File: config.mk
export PLATFORM = sky130hd
export DESIGN_NAME = wb_arbiter
export DESIGN_NICKNAME = d
export VERILOG_FILES = /design/src/rtl/wb_pkg.sv /design/src/rtl/wb_starve_ctr.sv /design/src/rtl/wb_arbiter.sv
export SDC_FILE = /design/constraint.sdc
export NUM_CORES = 1
export LEC_CHECK = 0
export BUFFER_PORTS_ARGS = -buffer_cell sky130_fd_sc_hd__buf_2
export CAP_MARGIN = 0
export CELL_PAD_IN_SITES_DETAIL_PLACEMENT = 1
export CELL_PAD_IN_SITES_GLOBAL_PLACEMENT = 1
export CORE_ASPECT_RATIO = 0.8
export CORE_UTILIZATION = 29
export DETAILED_ROUTE_END_ITERATION = 8
export GPL_TIMING_DRIVEN = 0
export PLACE_DENSITY_LB_ADDON = 0.1
export SETUP_SLACK_MARGIN = 0.15
export SKIP_LAST_GASP = 1
export SLEW_MARGIN = 20
export SYNTH_ARGS = -nofsm -noshare
export SYNTH_HDL_FRONTEND = slang
export SYNTH_HIERARCHICAL = 1
export SYNTH_SLANG_ARGS = --single-unit
File: constraint.sdc
create_clock -name clk -period 2.9 [get_ports clk]
set_clock_uncertainty 0.2 [all_clocks]
set_input_delay 0.87 -clock clk [delete_from_list [all_inputs] [get_ports clk]]
set_output_delay 0.87 -clock clk [all_outputs]
set_load 0.02 [all_outputs]
File: src/rtl/wb_pkg.sv
// Shared types and constants for the register-file writeback arbiter.
// Grant-select encoding, request bundle and default widths.
package wb_pkg;

  localparam int DATA_W_DEF = 32;
  localparam int ADDR_W_DEF = 5;
  localparam int X0_IDX     = 0;
  localparam int CNT_W      = 4;

  typedef struct packed {
    logic [ADDR_W_DEF-1:0] addr;
    logic [DATA_W_DEF-1:0] data;
  } wb_req_t;

  typedef enum logic [1:0] {
    SRC_NONE = 2'd0,
    SRC_ALU  = 2'd1,
    SRC_MEM  = 2'd2
  } wb_src_e;

endpackage

File: src/rtl/wb_starve_ctr.sv
// Saturating starvation counter for the ALU channel.
// Clear has priority over increment; no inc and no clr holds the value.
module wb_starve_ctr
  import wb_pkg::*;
#(
  parameter int LIMIT = 3
) (
  input  logic             clk,
  input  logic             rst,
  input  logic             inc,
  input  logic             clr,
  output logic [CNT_W-1:0] cnt,
  output logic             at_limit
);

  assign at_limit = (cnt == CNT_W'(LIMIT));

  always_ff @(posedge clk) begin
    if (rst) begin
      cnt <= '0;
    end else if (clr) begin
      cnt <= '0;
    end else if (inc && !at_limit) begin
      cnt <= cnt + CNT_W'(1);
    end
  end

endmodule

File: src/rtl/wb_arbiter.sv
// Two-producer writeback arbiter driving the register-file write port.
// The registered write doubles as the decode-stage forwarding source.
module wb_arbiter
  import wb_pkg::*;
#(
  parameter int DATA_W       = DATA_W_DEF,
  parameter int ADDR_W       = ADDR_W_DEF,
  parameter int STARVE_LIMIT = 3
) (
  input  logic              clk,
  input  logic              rst,
  input  logic              stall,
  input  logic              alu_valid,
  input  logic [ADDR_W-1:0] alu_addr,
  input  logic [DATA_W-1:0] alu_data,
  output logic              alu_ready,
  input  logic              mem_valid,
  input  logic [ADDR_W-1:0] mem_addr,
  input  logic [DATA_W-1:0] mem_data,
  output logic              mem_ready,
  output logic              wr_en,
  output logic [ADDR_W-1:0] wr_addr,
  output logic [DATA_W-1:0] wr_data,
  output logic [3:0]        starve_cnt_o
);

  // Handshake: a request transfers in the cycle where valid && ready. The
  // producer holds valid/addr/data stable until ready; ready is a function of
  // the valid bits, stall, rst and the starvation count only, never of data.

  wb_src_e           src;
  logic              at_limit;
  logic              starve_inc;
  logic              starve_clr;
  logic [ADDR_W-1:0] sel_addr;
  logic [DATA_W-1:0] sel_data;

  always_comb begin
    src = SRC_NONE;
    if (!rst && !stall) begin
      // mem has priority unless the ALU has been blocked long enough
      if (alu_valid && (!mem_valid || at_limit)) begin
        src = SRC_ALU;
      end else if (mem_valid) begin
        src = SRC_MEM;
      end
    end
  end

  assign alu_ready = (src == SRC_ALU);
  assign mem_ready = (src == SRC_MEM);

  always_comb begin
    sel_addr = mem_addr;
    sel_data = mem_data;
    if (src == SRC_ALU) begin
      sel_addr = alu_addr;
      sel_data = alu_data;
    end
  end

  assign starve_inc = alu_valid && !alu_ready && !stall;
  assign starve_clr = alu_ready;

  wb_starve_ctr #(
    .LIMIT (STARVE_LIMIT)
  ) u_starve_ctr (
    .clk      (clk),
    .rst      (rst),
    .inc      (starve_inc),
    .clr      (starve_clr),
    .cnt      (starve_cnt_o),
    .at_limit (at_limit)
  );

  // x0 grants are consumed but never reach the write port
  always_ff @(posedge clk) begin
    if (rst) begin
      wr_en   <= 1'b0;
      wr_addr <= '0;
      wr_data <= '0;
    end else if ((src != SRC_NONE) && (sel_addr != ADDR_W'(X0_IDX))) begin
      wr_en   <= 1'b1;
      wr_addr <= sel_addr;
      wr_data <= sel_data;
    end else begin
      wr_en   <= 1'b0;
    end
  end

endmodule
# Word-level counts from Yosys, hierarchy flattened
# Cells that the tools add are included.
# totals
inputBits	79
output_inout_bits	44
regBits	42
# op_classes
eq_ne	3
reduce_logical	15
addsub	1
mux	6
# ops
op	n
32-bit 2-to-1 mux	1
1-bit logical AND	6
2-bit 2-to-1 mux	3
1-bit logical NOT	5
5-bit 2-to-1 mux	1
5-bit nonzero test	1
4-bit by 1-bit adder with 4-bit output (second input constant)	1
4-bit by 2-bit equality test with 1-bit output (second input constant)	1
2-bit by 1-bit equality test with 1-bit output (second input constant)	1
2-bit equality test (second input constant)	1
2-bit nonzero test	1
2-bit OR reduction	1
1-bit logical OR	1
1-bit 2-to-1 mux	1

# Depth between registers and ports, before layout
# logic_depth
depth_word	10
ltp_mapped	12
depth_no_buf	10

# Modules after synthesis
# Netlist, hierarchy kept.
# modules_own_cells
module	instances	cells_per_inst	area_per_inst_um2
wb_arbiter	1	195	2088.3
wb_starve_ctr	1	22	205.2

# Worst setup path after synthesis
# Ideal clock, no wire load.
# synth_path
kind	reg2out
from	register u_starve_ctr.cnt[1]
to	output port alu_ready
stages_incl_launch_ff	9
required_ps	1830
n_path_buf	2
arrival_time_ps	2071
path_slack_ps	-241
cell_sequence	dfxtp_1 > ha_1 > or3b_4 > clkinv_2 > nand2b_1 > clkbuf_1 > nand2_1 > clkinv_2 > buf_2
# synth_between
elab_chain_cells	6
# synth_rtl
element	line	source
from (decl)	wb_starve_ctr.sv:12	output logic [CNT_W-1:0] cnt,
from (signal assigned)	wb_starve_ctr.sv:24	cnt <= cnt + CNT_W'(1);
4-bit by 2-bit equality test with 1-bit output	wb_starve_ctr.sv:16	assign at_limit = (cnt == CNT_W'(LIMIT));
via at_limit	wb_arbiter.sv:32	logic at_limit;
1-bit logical OR	wb_arbiter.sv:42	if (alu_valid && (!mem_valid || at_limit)) begin
1-bit logical AND	wb_arbiter.sv:42	
2-bit 2-to-1 mux	wb_arbiter.sv:42	
2-bit 2-to-1 mux	wb_arbiter.sv:40	if (!rst && !stall) begin
2-bit by 1-bit equality test with 1-bit output	wb_arbiter.sv:50	assign alu_ready = (src == SRC_ALU);
to (decl)	wb_arbiter.sv:16	output logic alu_ready,
# The timed path passes the listed nets, and every way through them passes these cells.

# Worst setup path in the final report
# layout_path
from	register u_starve_ctr.cnt[0]
to	output port alu_ready
# Same word-level chain as after synthesis.

==> results_dict.tcl <==
set metrics [dict create \
    synth_cells 217 \
    finalHoldViolCount 0 \
    nets 439 \
    clk_latency_ps 290 \
    max_freq_mhz 355 \
    path_max_fanout 2 \
    drtAntennaViolNets 0 \
    slew_headroom 0.608 \
    place_congestion 0.759 \
    antenna_found_initial 0 \
    dr.first_iter.drc_count 32 \
    dpl-instance-area_sq_mm 0.00306 \
    core-area_sq_mm 0.00753 \
    crit_required_ps 1830 \
    p_leak_uw 0.00166 \
    ios 123 \
    wirelength_microns 6570 \
    hpwl_microns 4900 \
    vias 2160 \
    start_util 0.304 \
    port_buffers 122 \
    final_cell_mix "buf_2 (122), mux2i_1 (65), dfxtp_1 (40)" \
    r2r_setup_slack_ps 300 \
    fp.dieH_microns 81.5 \
    die_w_microns 101 \
    tightest_slew_ps 573 \
    p_per_area_mw_per_mm2 443 \
    fp-row-count 28 \
    endpoint_kind "output pin" \
    cts_buffers 5 \
    synth_area_sq_mm 0.00229 \
    syn_nets 297 \
    ir_drop_mv 0.202 \
    avgViaCountPerCell 4.65 \
    start_kind "flip-flop" \
    grt_pass1_vias 2147 \
    drtPass1Iterations 5 \
    seq_area_frac_synth 0.367 \
    root_buffer "clkbuf_8" \
    fin_tns_setup_ps 0 \
    critical_path_class "reg -> out" \
    die-area_sq_mm 0.00827 \
    syn_avg_cell_area_sq_um 10.6 \
    min_path_type "reg -> reg" \
    period_minus_slack_ps 2810 \
    h-tree-depth 2 \
    cts_buffer_depth 2 \
    grt_overflow_total 0 \
    cp_data_arrival_time_ps 1740 \
    finalCritPeriodShare 0.970 \
    drv_cap 0 \
    stdcell_area_sq_mm 0.00336 \
    layout-drive-gt1-share 0.514 \
    cts_tree "built" \
    cts.sinks 42 \
    n_antenna_cell 0 \
    area.growth.synth_to_final_pct 46.4 \
    grtUsageTotal 0.160 \
    rsz0062_at_grt "yes" \
    nFillCells 886 \
    setup_violations 0 \
    grt_max_degree 15 \
    maxSlewViolCount 0 \
    drcViolationCount 0 \
    clkTransAtPathRegs_ps 90 \
    run_status "completed" \
    wl_per_cell_microns 14.1 \
    grt_pass1_wl_microns 10300 \
    synth_seq_cells 42 \
    ys_types 41 \
    yosys_warnings 6 \
    layout_commonest_cell "buf_2" \
]
[path summary, 6_finish.rpt]
path | to | cells after the start | startpoint
worst min-delay path | wr_data[9] | 2 | wr_data[9]
worst max-delay path | alu_ready | 9 | u_starve_ctr/cnt[0]
worst min register to register | wr_data[9] | 2 | wr_data[9]
worst max register to register | wr_data[1] | 10 | u_starve_ctr/cnt[0]
[worst max-delay path, stage by stage, from the launching register on]
cell	delay, ps
dfxtp_2	360
ha_4	130
or3b_4	390
clkinv_4	60
nand2b_4	110
buf_8	90
nand2_4	50
clkinv_4	60
buf_12	90
buf_8	100
[report_power, final]
part           internal (uW)  total, uW  switching (uW)
Sequential               617        636            19.3
Clock                    311        534             223
Combinational            152        317             166
[synthesized netlist by cell type, drive strengths merged]
master / number / area share
or3b: 2 / 0.0087
a211oi: 1 / 0.0055
or4: 2 / 0.0065
o2111ai: 2 / 0.0076
clkinv: 2 / 0.0044
buf: 8 / 0.047
or2b: 17 / 0.065
nand2: 8 / 0.013
nor3b: 2 / 0.011
o32ai: 1 / 0.0038
and4b: 1 / 0.0044
o21ai: 6 / 0.016
o21a: 1 / 0.0033
a21oi: 3 / 0.0065
nand3: 3 / 0.0065
ha: 1 / 0.0055
nor4: 1 / 0.0055
nand4b: 1 / 0.0038
xor2: 1 / 0.0038
clkbuf: 4 / 0.0065
and2b: 1 / 0.0033
mux2i: 65 / 0.28
nor3: 5 / 0.011
a21boi: 1 / 0.0049
dfxtp: 42 / 0.37
or3: 2 / 0.0055
inv: 3 / 0.0049
nor2: 2 / 0.0033
a31oi: 6 / 0.016
a21o: 2 / 0.0065
nand4: 1 / 0.0027
nand2b: 16 / 0.044
a2111oi: 1 / 0.0038
and3: 2 / 0.0055
o211ai: 1 / 0.0033
[repair_timing]
item	in CTS	in global routing
buffers inserted	11	2
hold buffers	0	0
gates resized for setup	10	4
pin swaps	2	1
setup endpoints to repair	5	27
[per-layer routing]
metal  up-vias  part of all wire  GRT usage
li1       1061                 -          -
met1      1026              0.47      0.209
met2        71              0.47      0.266
met3         2             0.062     0.0400
met4         0            0.0035     0.0377
met5         -                 0          0
[registers in the layout (all words and copies together), names as in the netlist]
name / cells
wr_addr: 5
u_starve_ctr/cnt: 4
wr_data: 32
wr_en: 1
[metrics by stage]
stage / total power [uW] / utilization / setup WS, ps / hold slack (ps) / instances
6_report: 1490 / 0.446 / 87.0 / 276 / 465
5_1_grt: 1560 / 0.446 / 21.8 / 297 / 465
4_1_cts: 1510 / 0.442 / 43.9 / 281 / 463
3_5_place_dp: 955 / 0.407 / -241 / 267 / 444
3_3_place_gp: 949 / 0.407 / -241 / 259 / 444
2_1_floorplan: 826 / - / 180 / 305 / 217
[cells by family after synthesis]
logic type | Yosys count | share of synthesized area
and+or+nand+nor | 66 | 0.200
muxes | 65 | 0.284
DFF | 42 | 0.367
AOI/OAI and AO/OA | 25 | 0.0780
buffers and inverters | 17 | 0.0627
xor gates and xnor gates | 1 | 0.00382
adders and majority gates | 1 | 0.00545
[cell type report]
class,count,area (sq um),area share
multi-input combinational,158,1350,0.403
timing repair buffer,135,718,0.214
sequential,42,846,0.252
tap,105,131,0.0391
clock buffer,6,93.8,0.0279
inverter,5,28.8,0.00857
buffer,12,149,0.0443
clock inverter,2,38.8,0.0115
No activity file was read; power rests on OpenSTA's default activity.
